File: src/rtl/nim_game_ctrl_if.sv
// Button pulses into the Nim controller and the game status it reports.
interface nim_game_ctrl_if;
    logic       start;
    logic       sel_next;
    logic       inc;
    logic       dec;
    logic       confirm;
    logic [3:0] heap0;
    logic [3:0] heap1;
    logic [3:0] heap2;
    logic [3:0] heap3;
    logic [1:0] sel_heap;
    logic [3:0] take_amt;
    logic       player;
    logic       winner_valid;
    logic       winner;
    logic       illegal;
    logic       motor_stop;
    logic       motor_dir;
    logic [2:0] state;

    // Button source / status observer
    modport master (
        output start, sel_next, inc, dec, confirm,
        input  heap0, heap1, heap2, heap3, sel_heap, take_amt, player,
               winner_valid, winner, illegal, motor_stop, motor_dir, state
    );

    // Game controller
    modport slave (
        input  start, sel_next, inc, dec, confirm,
        output heap0, heap1, heap2, heap3, sel_heap, take_amt, player,
               winner_valid, winner, illegal, motor_stop, motor_dir, state
    );
endinterface

File: src/rtl/nim_game_ctrl.sv
// Nim turn sequencer: heap bookkeeping, move validation, win detection and motor hold.
module nim_game_ctrl #(
    parameter logic [15:0] INIT_HEAPS = 16'h3457,
    parameter logic [31:0] WIN_HOLD   = 32'd100_000_000
) (
    input  logic              clk,
    input  logic              rst_n,
    nim_game_ctrl_if.slave    bus
);

    localparam int unsigned HEAP_W = 4;
    localparam int unsigned CNT_W  = 32;

    typedef enum logic [2:0] {
        S_IDLE   = 3'd0,
        S_SELECT = 3'd1,
        S_APPLY  = 3'd2,
        S_CHECK  = 3'd3,
        S_WIN    = 3'd4
    } state_t;

    state_t                       state_q, state_d;
    logic [3:0][HEAP_W-1:0]       heap_q, heap_d;
    logic [1:0]                   sel_q, sel_d;
    logic [HEAP_W-1:0]            take_q, take_d;
    logic                         player_q, player_d;
    logic                         winner_q, winner_d;
    logic                         win_valid_q, win_valid_d;
    logic                         illegal_q, illegal_d;
    logic                         mstop_q, mstop_d;
    logic                         mdir_q, mdir_d;
    logic [CNT_W-1:0]             cnt_q, cnt_d;
    logic [HEAP_W-1:0]            cur_heap;

    // State and datapath registers
    always_ff @(posedge clk or negedge rst_n) begin
        if (!rst_n) begin
            state_q     <= S_IDLE;
            heap_q      <= INIT_HEAPS;
            sel_q       <= 2'd0;
            take_q      <= HEAP_W'(1);
            player_q    <= 1'b0;
            winner_q    <= 1'b0;
            win_valid_q <= 1'b0;
            illegal_q   <= 1'b0;
            mstop_q     <= 1'b1;
            mdir_q      <= 1'b0;
            cnt_q       <= '0;
        end else begin
            state_q     <= state_d;
            heap_q      <= heap_d;
            sel_q       <= sel_d;
            take_q      <= take_d;
            player_q    <= player_d;
            winner_q    <= winner_d;
            win_valid_q <= win_valid_d;
            illegal_q   <= illegal_d;
            mstop_q     <= mstop_d;
            mdir_q      <= mdir_d;
            cnt_q       <= cnt_d;
        end
    end

    // Next-state logic; start overrides everything, otherwise one pulse by priority
    always_comb begin
        state_d     = state_q;
        heap_d      = heap_q;
        sel_d       = sel_q;
        take_d      = take_q;
        player_d    = player_q;
        winner_d    = winner_q;
        win_valid_d = win_valid_q;
        illegal_d   = 1'b0;
        mstop_d     = mstop_q;
        mdir_d      = mdir_q;
        cnt_d       = cnt_q;
        cur_heap    = heap_q[sel_q];

        if (bus.start) begin
            heap_d      = INIT_HEAPS;
            sel_d       = 2'd0;
            take_d      = HEAP_W'(1);
            player_d    = 1'b0;
            win_valid_d = 1'b0;
            mstop_d     = 1'b1;
            cnt_d       = '0;
            state_d     = S_SELECT;
        end else begin
            case (state_q)
                S_SELECT: begin
                    if (bus.confirm) begin
                        if (cur_heap == '0) illegal_d = 1'b1;
                        else                state_d   = S_APPLY;
                    end else if (bus.sel_next) begin
                        sel_d  = sel_q + 2'd1;
                        take_d = HEAP_W'(1);
                    end else if (bus.inc) begin
                        if (take_q < cur_heap) take_d = take_q + HEAP_W'(1);
                    end else if (bus.dec) begin
                        if (take_q > HEAP_W'(1)) take_d = take_q - HEAP_W'(1);
                    end
                end
                S_APPLY: begin
                    heap_d[sel_q] = cur_heap - take_q;
                    state_d       = S_CHECK;
                end
                S_CHECK: begin
                    if (heap_q == '0) begin
                        state_d     = S_WIN;
                        winner_d    = player_q;
                        win_valid_d = 1'b1;
                        mdir_d      = player_q;
                        mstop_d     = 1'b0;
                        cnt_d       = '0;
                    end else begin
                        player_d = ~player_q;
                        take_d   = HEAP_W'(1);
                        state_d  = S_SELECT;
                    end
                end
                S_WIN: begin
                    if (!mstop_q) begin
                        if (cnt_q == WIN_HOLD - 32'd1) mstop_d = 1'b1;
                        else                           cnt_d   = cnt_q + CNT_W'(1);
                    end
                end
                default: begin
                    state_d = state_q;
                end
            endcase
        end
    end

    // Registered status onto the bus
    assign bus.heap0        = heap_q[0];
    assign bus.heap1        = heap_q[1];
    assign bus.heap2        = heap_q[2];
    assign bus.heap3        = heap_q[3];
    assign bus.sel_heap     = sel_q;
    assign bus.take_amt     = take_q;
    assign bus.player       = player_q;
    assign bus.winner_valid = win_valid_q;
    assign bus.winner       = winner_q;
    assign bus.illegal      = illegal_q;
    assign bus.motor_stop   = mstop_q;
    assign bus.motor_dir    = mdir_q;
    assign bus.state        = 3'(state_q);

endmodule

File: src/flat_wrapper.sv
// flat-port wrapper written by rule: the top's interface ports become plain ports
module nim_game_ctrl_flat 
#(
    parameter logic [15:0] INIT_HEAPS = 16'h3457,
    parameter logic [31:0] WIN_HOLD   = 32'd100_000_000
)
  (clk, rst_n, bus_start, bus_sel_next, bus_inc, bus_dec, bus_confirm, bus_heap0, bus_heap1, bus_heap2, bus_heap3, bus_sel_heap, bus_take_amt, bus_player, bus_winner_valid, bus_winner, bus_illegal, bus_motor_stop, bus_motor_dir, bus_state);
  nim_game_ctrl_if bus_i ();
  input  logic clk;
  input  logic rst_n;
  input wire logic [$bits(bus_i.start)-1:0] bus_start;
  input wire logic [$bits(bus_i.sel_next)-1:0] bus_sel_next;
  input wire logic [$bits(bus_i.inc)-1:0] bus_inc;
  input wire logic [$bits(bus_i.dec)-1:0] bus_dec;
  input wire logic [$bits(bus_i.confirm)-1:0] bus_confirm;
  output wire logic [$bits(bus_i.heap0)-1:0] bus_heap0;
  output wire logic [$bits(bus_i.heap1)-1:0] bus_heap1;
  output wire logic [$bits(bus_i.heap2)-1:0] bus_heap2;
  output wire logic [$bits(bus_i.heap3)-1:0] bus_heap3;
  output wire logic [$bits(bus_i.sel_heap)-1:0] bus_sel_heap;
  output wire logic [$bits(bus_i.take_amt)-1:0] bus_take_amt;
  output wire logic [$bits(bus_i.player)-1:0] bus_player;
  output wire logic [$bits(bus_i.winner_valid)-1:0] bus_winner_valid;
  output wire logic [$bits(bus_i.winner)-1:0] bus_winner;
  output wire logic [$bits(bus_i.illegal)-1:0] bus_illegal;
  output wire logic [$bits(bus_i.motor_stop)-1:0] bus_motor_stop;
  output wire logic [$bits(bus_i.motor_dir)-1:0] bus_motor_dir;
  output wire logic [$bits(bus_i.state)-1:0] bus_state;
  assign bus_i.start = bus_start;
  assign bus_i.sel_next = bus_sel_next;
  assign bus_i.inc = bus_inc;
  assign bus_i.dec = bus_dec;
  assign bus_i.confirm = bus_confirm;
  assign bus_heap0 = bus_i.heap0;
  assign bus_heap1 = bus_i.heap1;
  assign bus_heap2 = bus_i.heap2;
  assign bus_heap3 = bus_i.heap3;
  assign bus_sel_heap = bus_i.sel_heap;
  assign bus_take_amt = bus_i.take_amt;
  assign bus_player = bus_i.player;
  assign bus_winner_valid = bus_i.winner_valid;
  assign bus_winner = bus_i.winner;
  assign bus_illegal = bus_i.illegal;
  assign bus_motor_stop = bus_i.motor_stop;
  assign bus_motor_dir = bus_i.motor_dir;
  assign bus_state = bus_i.state;
  nim_game_ctrl #(.INIT_HEAPS(INIT_HEAPS), .WIN_HOLD(WIN_HOLD)) u_core (.clk(clk), .rst_n(rst_n), .bus(bus_i));
endmodule
File: config.mk
export PLATFORM = sky130hd
export DESIGN_NAME = nim_game_ctrl_flat
export DESIGN_NICKNAME = d
export VERILOG_FILES = /design/src/rtl/nim_game_ctrl_if.sv /design/src/rtl/nim_game_ctrl.sv /design/src/flat_wrapper.sv
export SDC_FILE = /design/constraint.sdc
export NUM_CORES = 1
export LEC_CHECK = 0
export ABC_AREA = 1
export CAP_MARGIN = 25
export CORE_ASPECT_RATIO = 1.4
export CORE_MARGIN = 1
export CORE_UTILIZATION = 59
export CTS_CLUSTER_DIAMETER = 80
export DETAILED_ROUTE_END_ITERATION = 8
export PLACE_DENSITY = 0.81
export SLEW_MARGIN = 20
export SYNTH_ARGS = -nofsm -noshare
export SYNTH_HDL_FRONTEND = slang
export SYNTH_SLANG_ARGS = --single-unit
File: constraint.sdc
create_clock -name clk -period 3.05 [get_ports clk]
set_input_delay 0.4575 -clock clk [delete_from_list [all_inputs] [get_ports clk]]
set_output_delay 0.4575 -clock clk [all_outputs]
set_load 0.1 [all_outputs]
After elaboration in Yosys (flattened, before gate mapping):

Cells that the tools add are included.
W data, S select, Z words.

* $lt $le $gt $ge: 4
* bitwise logic cells: 2
* add/subtract/negate cells: 5
* eq/ne operators: 17
* multiplexer cells: 45
* reduce and logical (&&, ||, !) cells: 19

Operators by type and width (number)
* $mux W32: 4
* $pmux W32 S2: 1
* $mux W4: 10
* $add A32 B1 Y32 const B: 1
* $eq A32 B27 Y1 const B: 1
* $mux W16: 2
* $ne A3 B3 Y1 const B: 6
* $bwmux W16: 1
* $logic_not A16 Y1: 1
* $mux W1: 14
* $mux W3: 4
* $ne A5 B4 Y1 const B: 2
* $reduce_bool A2 Y1: 5
* $pmux W3 S3: 1
* $reduce_and A3 Y1: 3
* $bmux W4 S2: 1
* $demux W4 S2: 1
* $mux W2: 4
* $pmux W4 S2: 1
* $eq A3 B2 Y1 const B: 2
* $reduce_and A2 Y1: 3
* $reduce_and A6 Y1: 1
* $reduce_bool A3 Y1: 2
* $ne A5 B5 Y1 const B: 1
* other kinds (18): 20

* flip-flop bits (word level): 62
* logic and storage cells: 105

Longest topological paths before layout:

* depth after elaboration: 9
* depth in mapped cells: 14

Least setup slack after synthesis:

OpenSTA, ideal clock, no wires.

* path kind: reg2reg
* start: register u_core.sel_q[0] (netlist: u_core.bus.sel_heap[0])
* end: register u_core.take_q[1] (netlist: u_core.bus.take_amt[1])
* library setup time: 129 ps
* path buffers: 2
* arrival time: 2789 ps
* slack: 131 ps
* cell stages (with the launch flop): 14
* clock period less this slack: 2919 ps
* cell sequence: dfrtp_1 -> buf_2 -> inv_1 -> buf_2 -> nand2_1 -> nand3_1 -> nand2_1 -> ha_1 -> fa_1 -> o21a_1 -> o21ai_0 -> nand3_1 -> nand2_1 -> o21ai_0

* word-level cells in the longest chain between the ends: 5

RTL lines
* start: declaration: RTL line nim_game_ctrl.sv:24 `logic [1:0] sel_q, sel_d;`
* start signal: assignment: RTL line nim_game_ctrl.sv:52 `sel_q <= sel_d;`
* $bmux W4 S2: RTL line nim_game_ctrl.sv:77 `cur_heap = heap_q[sel_q];`
* $mux W4 (implied by the code): RTL line nim_game_ctrl.sv:77
* $lt A4 B4 Y1: RTL line nim_game_ctrl.sv:98 `if (take_q < cur_heap) take_d = take_q + HEAP_W'(1);`
* $ne A5 B4 Y1 (no source line)
* $reduce_and A6 Y1 (no source line)
* end signal: assignment: RTL line nim_game_ctrl.sv:53 `take_q <= take_d;`
* end: declaration: RTL line nim_game_ctrl.sv:25 `logic [HEAP_W-1:0] take_q, take_d;`

No other way between the ends. The select of a mux whose other input is x is not followed.
A chain may end at the register's enable or synchronous reset.

Worst setup path in the final report:

* start: register u_core.sel_q[0] (netlist: u_core.bus.sel_heap[0])
* end: register u_core.take_q[3] (netlist: u_core.bus.take_amt[3])

The elaborated chain is that of the path after synthesis.

==> reports/qor.yml <==
final_layout:
  post-route-cell-area_um2: 4940
  diodes: 0
  layout_commonest_cell: "nand2_1"
  num-nets-final: 743
  fillers: 646
  drive_above_1_share: 0.103
  final_cell_mix: "nand2_1, nor2_1, inv_1"
  flow.area_growth_from_synthesis_pct: 13.6
floorplanning:
  num_rows: 36
  dieArea_um2: 7720
  die_h_um: 104
  ios: 38
  start_util: 0.619
  core_um2: 7030
  die_width_um: 74.6
clock_network:
  post_cts_buffers: 0
  cts-htree-levels: 3
  cts_tree: "yes"
  clk_latency_ns: 0.36
  cts_buffer_depth: 2
  hold_buffers: 0
  cts-resized-gates: 0
  cts_buffers: 9
  clkSlewWorstSetupHoldPaths_ns: 0.07
  clock-sinks: 62
  root_buffer: "clkbuf_8"
sta:
  fmax_mhz: 370
  period_needed_ns: 2.70
  setup_ws_ns: 0.349
  worst_clock_skew_ns: 0.00909
  finalHoldViolations: 0
  slew_viol_final: 0
  worst_pin_slew_ns: 0.688
  rsz0062_at_grt: "false"
  finalCritPeriodShare: 0.886
  slew-limit-headroom: 0.540
  timing.setup.tns_ns: 0
  setup_viol: 0
setup_path:
  start_kind: "flip-flop"
  end_kind: "flip-flop"
  reg2reg_from: "u_core.bus.sel_heap[0]"
  critPathMaxFanout: 12
  arrival_ns: 2.93
  critPathRequiredTime_ns: 3.28
  critPathKind: "flip-flop to flip-flop"
  ff2ff_path_depth: 11
  r2r_setup_slack_ns: 0.35
  reg2reg_to: "u_core.bus.take_amt[3]"
logic_synthesis:
  yosys_warnings: 0
  synth_top_area_frac: 0.299
  synth.area.top_cells: "dfrtp_1, nand2_1, nor2_1"
  yosys_most_used_dff: "dfrtp_1"
  synth_edf_count: 0
  async_flop_share: 1.00
  synth_cell_types: 38
  yosysTopAreaCell: "dfrtp_1"
  synthCells: 685
  synthesis.area_um2: 4350
  yosysSeqAreaShare: 0.360
  syn_area_per_cell_um2: 6.35
  synth-seq-cells: 62
  synthesis.nets: 705
global_route:
  grt_pass1_wl_mm: 19.0
  grt_pass1_vias: 4303
  antenna_found_initial: 0
  gr-total-overflow: 0
  track_usage: 0.321
  grt_max_degree: 48
job:
  maxCapViolations: 0
place:
  port-buffer-count: 37
  place_area_um2: 4700
  gp_congestion: 0.917
  place_ws_ns: 0.369
  place_hpwl_mm: 8.42
route:
  drc: 0
  dr.pass1.iters: 5
  via_per_inst: 5.44
  wire_per_inst_um: 13.9
  routed_wl_mm: 11.4
  num_vias: 4477
  drt-initial-drc-count: 338
  ant_nets: 0
min_path:
  hold_class: "input pin to asynchronous set/reset pin"
pwr:
  power_density_nw_per_um2: 614
  leakage_nw: 2.30
  peakVddDrop_uv: 328
outcome:
  status: "finished, final reports clean"
## worst max path at each step
stage	cells past startpoint	end	from	slack (ns)
3_3_place_gp	11	u_core.bus.take_amt[1]	u_core.bus.sel_heap[0]	0.43
5_1_grt	11	u_core.bus.take_amt[2]	u_core.bus.sel_heap[0]	0.13
6_report	11	u_core.bus.take_amt[3]	u_core.bus.sel_heap[0]	0.35
3_5_place_dp	11	u_core.bus.take_amt[3]	u_core.bus.sel_heap[0]	0.37
2_1_floorplan	13	u_core.bus.take_amt[1]	u_core.bus.sel_heap[0]	0.13
4_1_cts	11	u_core.bus.take_amt[3]	u_core.bus.sel_heap[0]	0.36
## logic make-up after synthesis
group,share of synthesized area
compound gates,0.0676
xor+xnor,0.00806
fa+ha+maj,0.0391
buf+inv,0.0722
flops,0.360
simple gates,0.453
## layout make-up
cell class | count | area (µm²) | share of cell area
sequential | 62 | 1560 | 0.317
multi-input combinational | 548 | 2470 | 0.500
inverter | 60 | 225 | 0.0456
timing repair buffer | 42 | 328 | 0.0664
clock inverter | 5 | 81.3 | 0.0165
tap | 95 | 119 | 0.0241
clock buffer | 11 | 151 | 0.0307
## worst max-delay path, stage by stage (launching register included)
cell     delay [ns]
dfrtp_1        0.52
inv_1          0.36
nand2_1        0.08
nand3_1        0.09
nand2_1        0.10
ha_1           0.23
fa_1           0.41
o21a_1         0.21
o21ai_0        0.15
nand3_1        0.23
nand2_1        0.10
o21ai_0        0.08
## power by group
part | switching, mW | internal, mW
clock | 0.344 | 0.504
sequential | 0.0857 | 0.886
combinational | 0.928 | 0.282
total | 1.36 | 1.67
## sequential cells by signal, indices dropped and copies added, names as in the netlist, 2 cells and up
| signal | flops |
|---|---|
| u_core.bus.take_amt | 4 |
| u_core.bus.heap2 | 4 |
| u_core.cnt_q | 32 |
| u_core.bus.state | 3 |
| u_core.bus.heap0 | 4 |
| u_core.bus.sel_heap | 2 |
| u_core.bus.heap1 | 4 |
| u_core.bus.heap3 | 4 |
## cells in the mapped netlist (all sizes together) (2+ instances only)
cell type / count
a21oi: 13
a22o: 2
buf: 8
clkbuf: 7
dfrtp: 52
dfstp: 10
ha: 12
inv: 60
nand2: 272
nand3: 56
nand4: 8
nor2: 131
nor3: 7
nor4: 4
o211ai: 2
o21ai: 19
o21bai: 6
o22ai: 2
o31ai: 2
xor2: 3
## per-stage QoR
step | cells | total power [mW] | hold slack, ns | util
6_report | 823 | 3.03 | 0.101 | 0.703
5_1_grt | 823 | 3.18 | 0.153 | 0.703
4_1_cts | 823 | 3.04 | 0.323 | 0.702
3_5_place_dp | 807 | 2.19 | 0.512 | 0.669
3_3_place_gp | 807 | 2.17 | 0.496 | 0.669
2_1_floorplan | 685 | 1.90 | 0.162 | -
## routing by layer
layer,vias up,GRT usage,share of wire,routed length (µm)
met1,2055,0.350,0.39,4490
met5,-,0,0,0
met3,44,0.0496,0.038,438
met2,138,0.558,0.52,5890
li1,2240,-,-,-
met4,0,0.195,0.052,595
No activity file was read; power rests on OpenSTA's default activity.
==> variant 1: new RTL, same settings <==
Make the reset (`rst_n`) synchronous in one clocked block.
--- a/src/rtl/nim_game_ctrl.sv
+++ b/src/rtl/nim_game_ctrl.sv
@@ -33,7 +33,7 @@
     logic [HEAP_W-1:0]            cur_heap;
 
     // State and datapath registers
-    always_ff @(posedge clk or negedge rst_n) begin
+    always_ff @(posedge clk) begin
         if (!rst_n) begin
             state_q     <= S_IDLE;
             heap_q      <= INIT_HEAPS;
Formal check against the unedited RTL: differs if rst_n is asserted again (counterexample within 4 cycles, from zero or initial values and one cycle with rst_n low); with rst_n held inactive, the same outputs for 10 cycles.
==> variant 1 against the original RTL <==
- non-clock buffer count down 2
- worst hold slack better by 0.36 ns
- worst setup slack better by 0.30 ns
- design area down 9.7%
- sequential cell count unchanged
- area after synthesis down 8.4%
- sequential share of layout area down 3.8 points
- global-route usage down 1.0 points
- routed wire length down 10%
Power is not compared: it rests on default switching activity, and its combinational part moved more than twofold at a synthesized area within 25%.
==> variant 1: results (changes against the original RTL) <==
* Worst reg-to-reg path cell count at 15 (was 11)
* Final Skew at 0.00971 ns (was 0.00909 ns)
* Leak pwr at 1.66 nW
* Reg-to-Reg End: u_core.bus.take_amt[0] (was u_core.bus.take_amt[3])
* Async set-reset flop share out of synthesis at 0% (was 100%)
* Synth Area in Compound Gates at 9.74% (was 6.76%)
* CP delay by family, top: simple AND/OR/NAND/NOR gates (was adder cells)
* Top cells by count, synth: nand2_1, nor2_1, dfxtp_1 (was nand2_1, nor2_1, inv_1)
* Most area-consuming cells after synthesis: dfxtp_1, nand2_1, nor2_1 (was dfrtp_1, nand2_1, nor2_1)
* Seq/Total Area, Yosys at 31.2% (was 36.0%)
* Unique masters post-synth at 28 (was 38)
* # port buffers at 37 (unchanged)
* Layout Cells excl Fill at 774 (was 823)
* Layout cells sized above 1 at 10.1% (was 10.3%)
* Vias in the first global route at 4,031 (was 4,303)
* Placed instance count at 758 (was 807)
* Clk slew on worst S/H paths at 0.07 ns (about the same)
* Filler cell count at 625 (was 646)
* DRT iter0 DRCs at 182 (was 338)
* Largest net degree at the start of global routing at 33 (was 48)
* Synth Instances at 662 (was 685)
* DR WL/cell at 13.2 µm (was 13.9 µm)
* DR vias at 4,093 (was 4,477)
* Worst-Skew Late Latency at 0.35 ns
* Synthesized Nets at 682 (was 705)
* Aggregate global-route resource usage at 31.0% (was 32.1%)
* Initial antenna violation count at 0 (unchanged)
* Xor/xnor share of the synthesized area at 4.18% (was 0.806%)
* Min-Delay Startpoint: u_core.bus.winner_valid
* CP Data Arrival Time at 2.64 ns (was 2.93 ns)
* DP HPWL at 7520 µm (was 8420 µm)
* Hold WS at 0.456 ns (was 0.101 ns)
* Post-Synth Adder-Cell Area at 4.27% (was 3.91%)
* Main synth FF type: dfxtp_1 (was dfrtp_1)
* Nets at 715 (was 743)
* Post-cts hold buffer count at 0 (unchanged)
* Routability cong. at 0.904 (was 0.917)
* Reg-to-Reg Start: u_core.bus.sel_heap[0] (unchanged)
* TritonRoute pass-1 iters at 5 (unchanged)
* Synth warn at 0 (unchanged)
* Placed Area at 4290 µm² (was 4700 µm²)
* Multiplexer share of the synthesized area at 0% (unchanged)
* Tightest Pin Transition at 0.599 ns (was 0.688 ns)
* Largest reg by FF count: u_core.cnt_q (unchanged)
* Peak VDD IR at 0.296 mV
* Reg2Reg Setup Slack at 0.65 ns (was 0.35 ns)
* HP Class: flip-flop to flip-flop (was input port to async pin)
* Post-Place Setup Slack at 0.683 ns (was 0.369 ns)
* Postcts setup bufs at 0 (unchanged)
* Status: complete, no violations (unchanged)
* CTS H-tree depth at 3 (unchanged)
* Hold path depth at 2
* Crit-path max FO at 12 (unchanged)
* Wire length of the first global-routing pass at 17,200 µm (was 19,000 µm)
* CP max-delay cell: dfxtp_2 (was dfrtp_1)
* Crit-path max cell delay at 0.45 ns (was 0.52 ns)
* Hold endpoint: u_core.bus.winner_valid
## variant 1: changes by cell type after synthesis, moves of 10 or more
cell,change
nand3_1,-13
dfrtp_1,-52
xor2_1,+10
a21oi_1,+39
dfstp_2,-10
dfxtp_1,+62
nand2_1,-43
## variant 1: power by group
part           total (mW)  internal, mW  leakage [nW]  switching (mW)
Sequential          0.819         0.813         0.501         0.00595
Combinational       0.117        0.0338          1.07          0.0833
Clock               0.640         0.313        0.0861           0.327
## variant 1: worst reg2reg max path, stage by stage (launching register included)
cell,delay [ns]
dfxtp_2,0.45
inv_1,0.22
nand2_1,0.11
nand3_1,0.07
nand2_1,0.10
ha_1,0.14
inv_1,0.06
fa_1,0.41
nand3_1,0.10
nand2_1,0.06
nand3_1,0.07
nand3_1,0.08
nand2_1,0.14
inv_1,0.10
o21ai_0,0.09
o211ai_1,0.10
## variant 1: worst max path at each step
stage	start	endpoint	slack, ns	cells past startpoint
after floorplan	u_core.bus.sel_heap[0]	u_core.bus.take_amt[0]	0.33	17
after global placement	u_core.bus.sel_heap[0]	u_core.bus.take_amt[0]	0.80	15
after detailed placement	u_core.bus.sel_heap[0]	u_core.bus.take_amt[0]	0.68	15
after CTS	u_core.bus.sel_heap[0]	u_core.bus.take_amt[0]	0.68	15
after global routing	u_core.bus.sel_heap[0]	u_core.bus.take_amt[0]	0.41	15
final	u_core.bus.sel_heap[0]	u_core.bus.take_amt[0]	0.65	15
## variant 1: cell type report
type                            instances  share of cell area [%]
Tap cell                               74                    2.08
Timing Repair Buffer                   40                    7.07
Clock inverter                          4                   0.505
Inverter                               70                    5.89
Clock buffer                           12                    3.26
Multi-Input combinational cell        512                    53.3
Sequential cell                        62                    27.9
## variant 1: layer usage
| metal | vias up | global-route usage [%] | wire length [µm] |
|---|---|---|---|
| met5 | - | 0 | 0 |
| met4 | 0 | 19.2 | 497 |
| met3 | 39 | 6.08 | 415 |
| met2 | 114 | 59.3 | 5420 |
| met1 | 1822 | 29.7 | 3910 |
| li1 | 2118 | - | - |
## variant 1: cell families (layout without fill, tap and decap cells)
group,Yosys count,count (layout)
AOI/OAI and AO/OA,76,76
xor gates and xnor gates,19,19
and+or+nand+nor,404,404
DFF,62,62
buffers and inverters,88,126
adders and majority gates,13,13
==> variant 2: new RTL, config.mk and constraints unchanged <==
Without the edit above. Change the localparam `CNT_W` from 32 to 16.
--- a/src/rtl/nim_game_ctrl.sv
+++ b/src/rtl/nim_game_ctrl.sv
@@ -9,7 +9,7 @@
 );
 
     localparam int unsigned HEAP_W = 4;
-    localparam int unsigned CNT_W  = 32;
+    localparam int unsigned CNT_W  = 16;
 
     typedef enum logic [2:0] {
         S_IDLE   = 3'd0,
Check against the original RTL: no difference found for any inputs over 10 cycles, from zero or initial values and one cycle with rst_n low; that may be too few to reach the edited logic, so the function may still have changed.
==> variant 2 against the original RTL <==
- clock power decreased by 60%
- design area shrank 51%
- worst setup slack better by 0.32 ns
- routed wire length shrank 57%
- power decreased by 53%
- synthesized cell count decreased by 61%
- largest cell class unchanged
- die area down 53%
- final cell count fell by 58%
- clock skew is 0.0060 ns lower
- largest power group unchanged
- sequential cell count decreased by 32
- area after synthesis is 54% lower
==> variant 2: results (changes against the original RTL) <==
* Top cells by count, synth: nand2_1, inv_1, nor2_1 (was nand2_1, nor2_1, inv_1)
* Vias in the first global route at 1,836 (was 4,303)
* DR vias at 1,881 (was 4,477)
* Largest net degree at the start of global routing at 31 (was 48)
* Seq/Total Area, Yosys at 38.3% (was 36.0%)
* Leak pwr at 1.29 nW (was 2.30 nW)
* Placed Area at 2300 µm² (was 4700 µm²)
* Layout Cells excl Fill at 346 (was 823)
* HP Class: flip-flop to flip-flop (was input port to async pin)
* CTS H-tree depth at 2 (was 3)
* Slew headroom at 68.4% (was 54.0%)
* Synthesized Nets at 285 (was 705)
* Status: complete, no violations (unchanged)
* Synth Instances at 266 (was 685)
* Clock group share of total power at 23.3% (was 28.0%)
* Grt met1 use at 34.5% (was 35.0%)
* CP delay by family, top: simple AND/OR/NAND/NOR gates (was adder cells)
* Post-Place Setup Slack at 0.682 ns (was 0.369 ns)
* DP HPWL at 3680 µm (was 8420 µm)
* Peak VDD IR at 0.498 mV (was 0.328 mV)
* Comb power frac at 42.9% (was 39.9%)
* Placed instance count at 338 (was 807)
* DRT iter0 DRCs at 40 (was 338)
* Met2 usage at 52.8% (was 55.8%)
* Met3 usage at 5.38% (was 4.96%)
* Post-Route WL at 4910 µm (was 11,400 µm)
* Filler cell count at 243 (was 646)
==> variant 2: changes by cell type after synthesis, sizes merged, moves of 14 or more <==
cell,unedited run,this run
nand2,272,74
nor2,131,36
dfrtp,52,20
inv,60,40
nand3,56,27
o21ai,19,5
==> variant 2: area by class of cell <==
class | count | share of cell area [%]
Clock buffer | 6 | 3.44
Clock inverter | 2 | 0.521
Inverter | 40 | 6.36
Multi-Input combinational cell | 190 | 43.0
Sequential cell | 30 | 31.8
Tap cell | 39 | 2.03
Timing Repair Buffer | 39 | 12.8
==> variant 2: layer usage <==
metal | wire (µm) | vias to the layer above | share of wire (%)
met4 | 206 | 0 | 4.2
met1 | 1900 | 871 | 39
met5 | 0 | - | 0
li1 | - | 928 | -
met3 | 262 | 15 | 5.3
met2 | 2540 | 67 | 52
==> variant 2: cell families (layout without fill, tap and decap cells) <==
group                      count (synthesis)  in the layout  share of synthesized area, %
AOI/OAI and AO/OA                         25             25                          8.10
xor gates and xnor gates                   6              6                          2.64
adders and majority gates                 12             12                          7.91
buffers and inverters                     46             87                          9.92
DFF                                       30             30                          38.3
and+or+nand+nor                          147            147                          33.1
==> variant 2: path summary, 6_finish.rpt <==
kind | startpoint | end | slack [ns] | depth (start not counted)
max in group asynchronous | rst_n | u_core.bus.heap3[1] | 2.17 | 2
worst max-delay path | u_core.bus.sel_heap[1] | u_core.bus.take_amt[1] | 0.67 | 12
worst min-delay path | u_core.bus.motor_stop | u_core.bus.motor_stop | 0.48 | 2
worst max register to register | u_core.bus.sel_heap[1] | u_core.bus.take_amt[1] | 0.67 | 12
worst min register to register | u_core.bus.motor_stop | u_core.bus.motor_stop | 0.48 | 2
min in group asynchronous | rst_n | u_core.bus.heap1[1] | 0.57 | 2
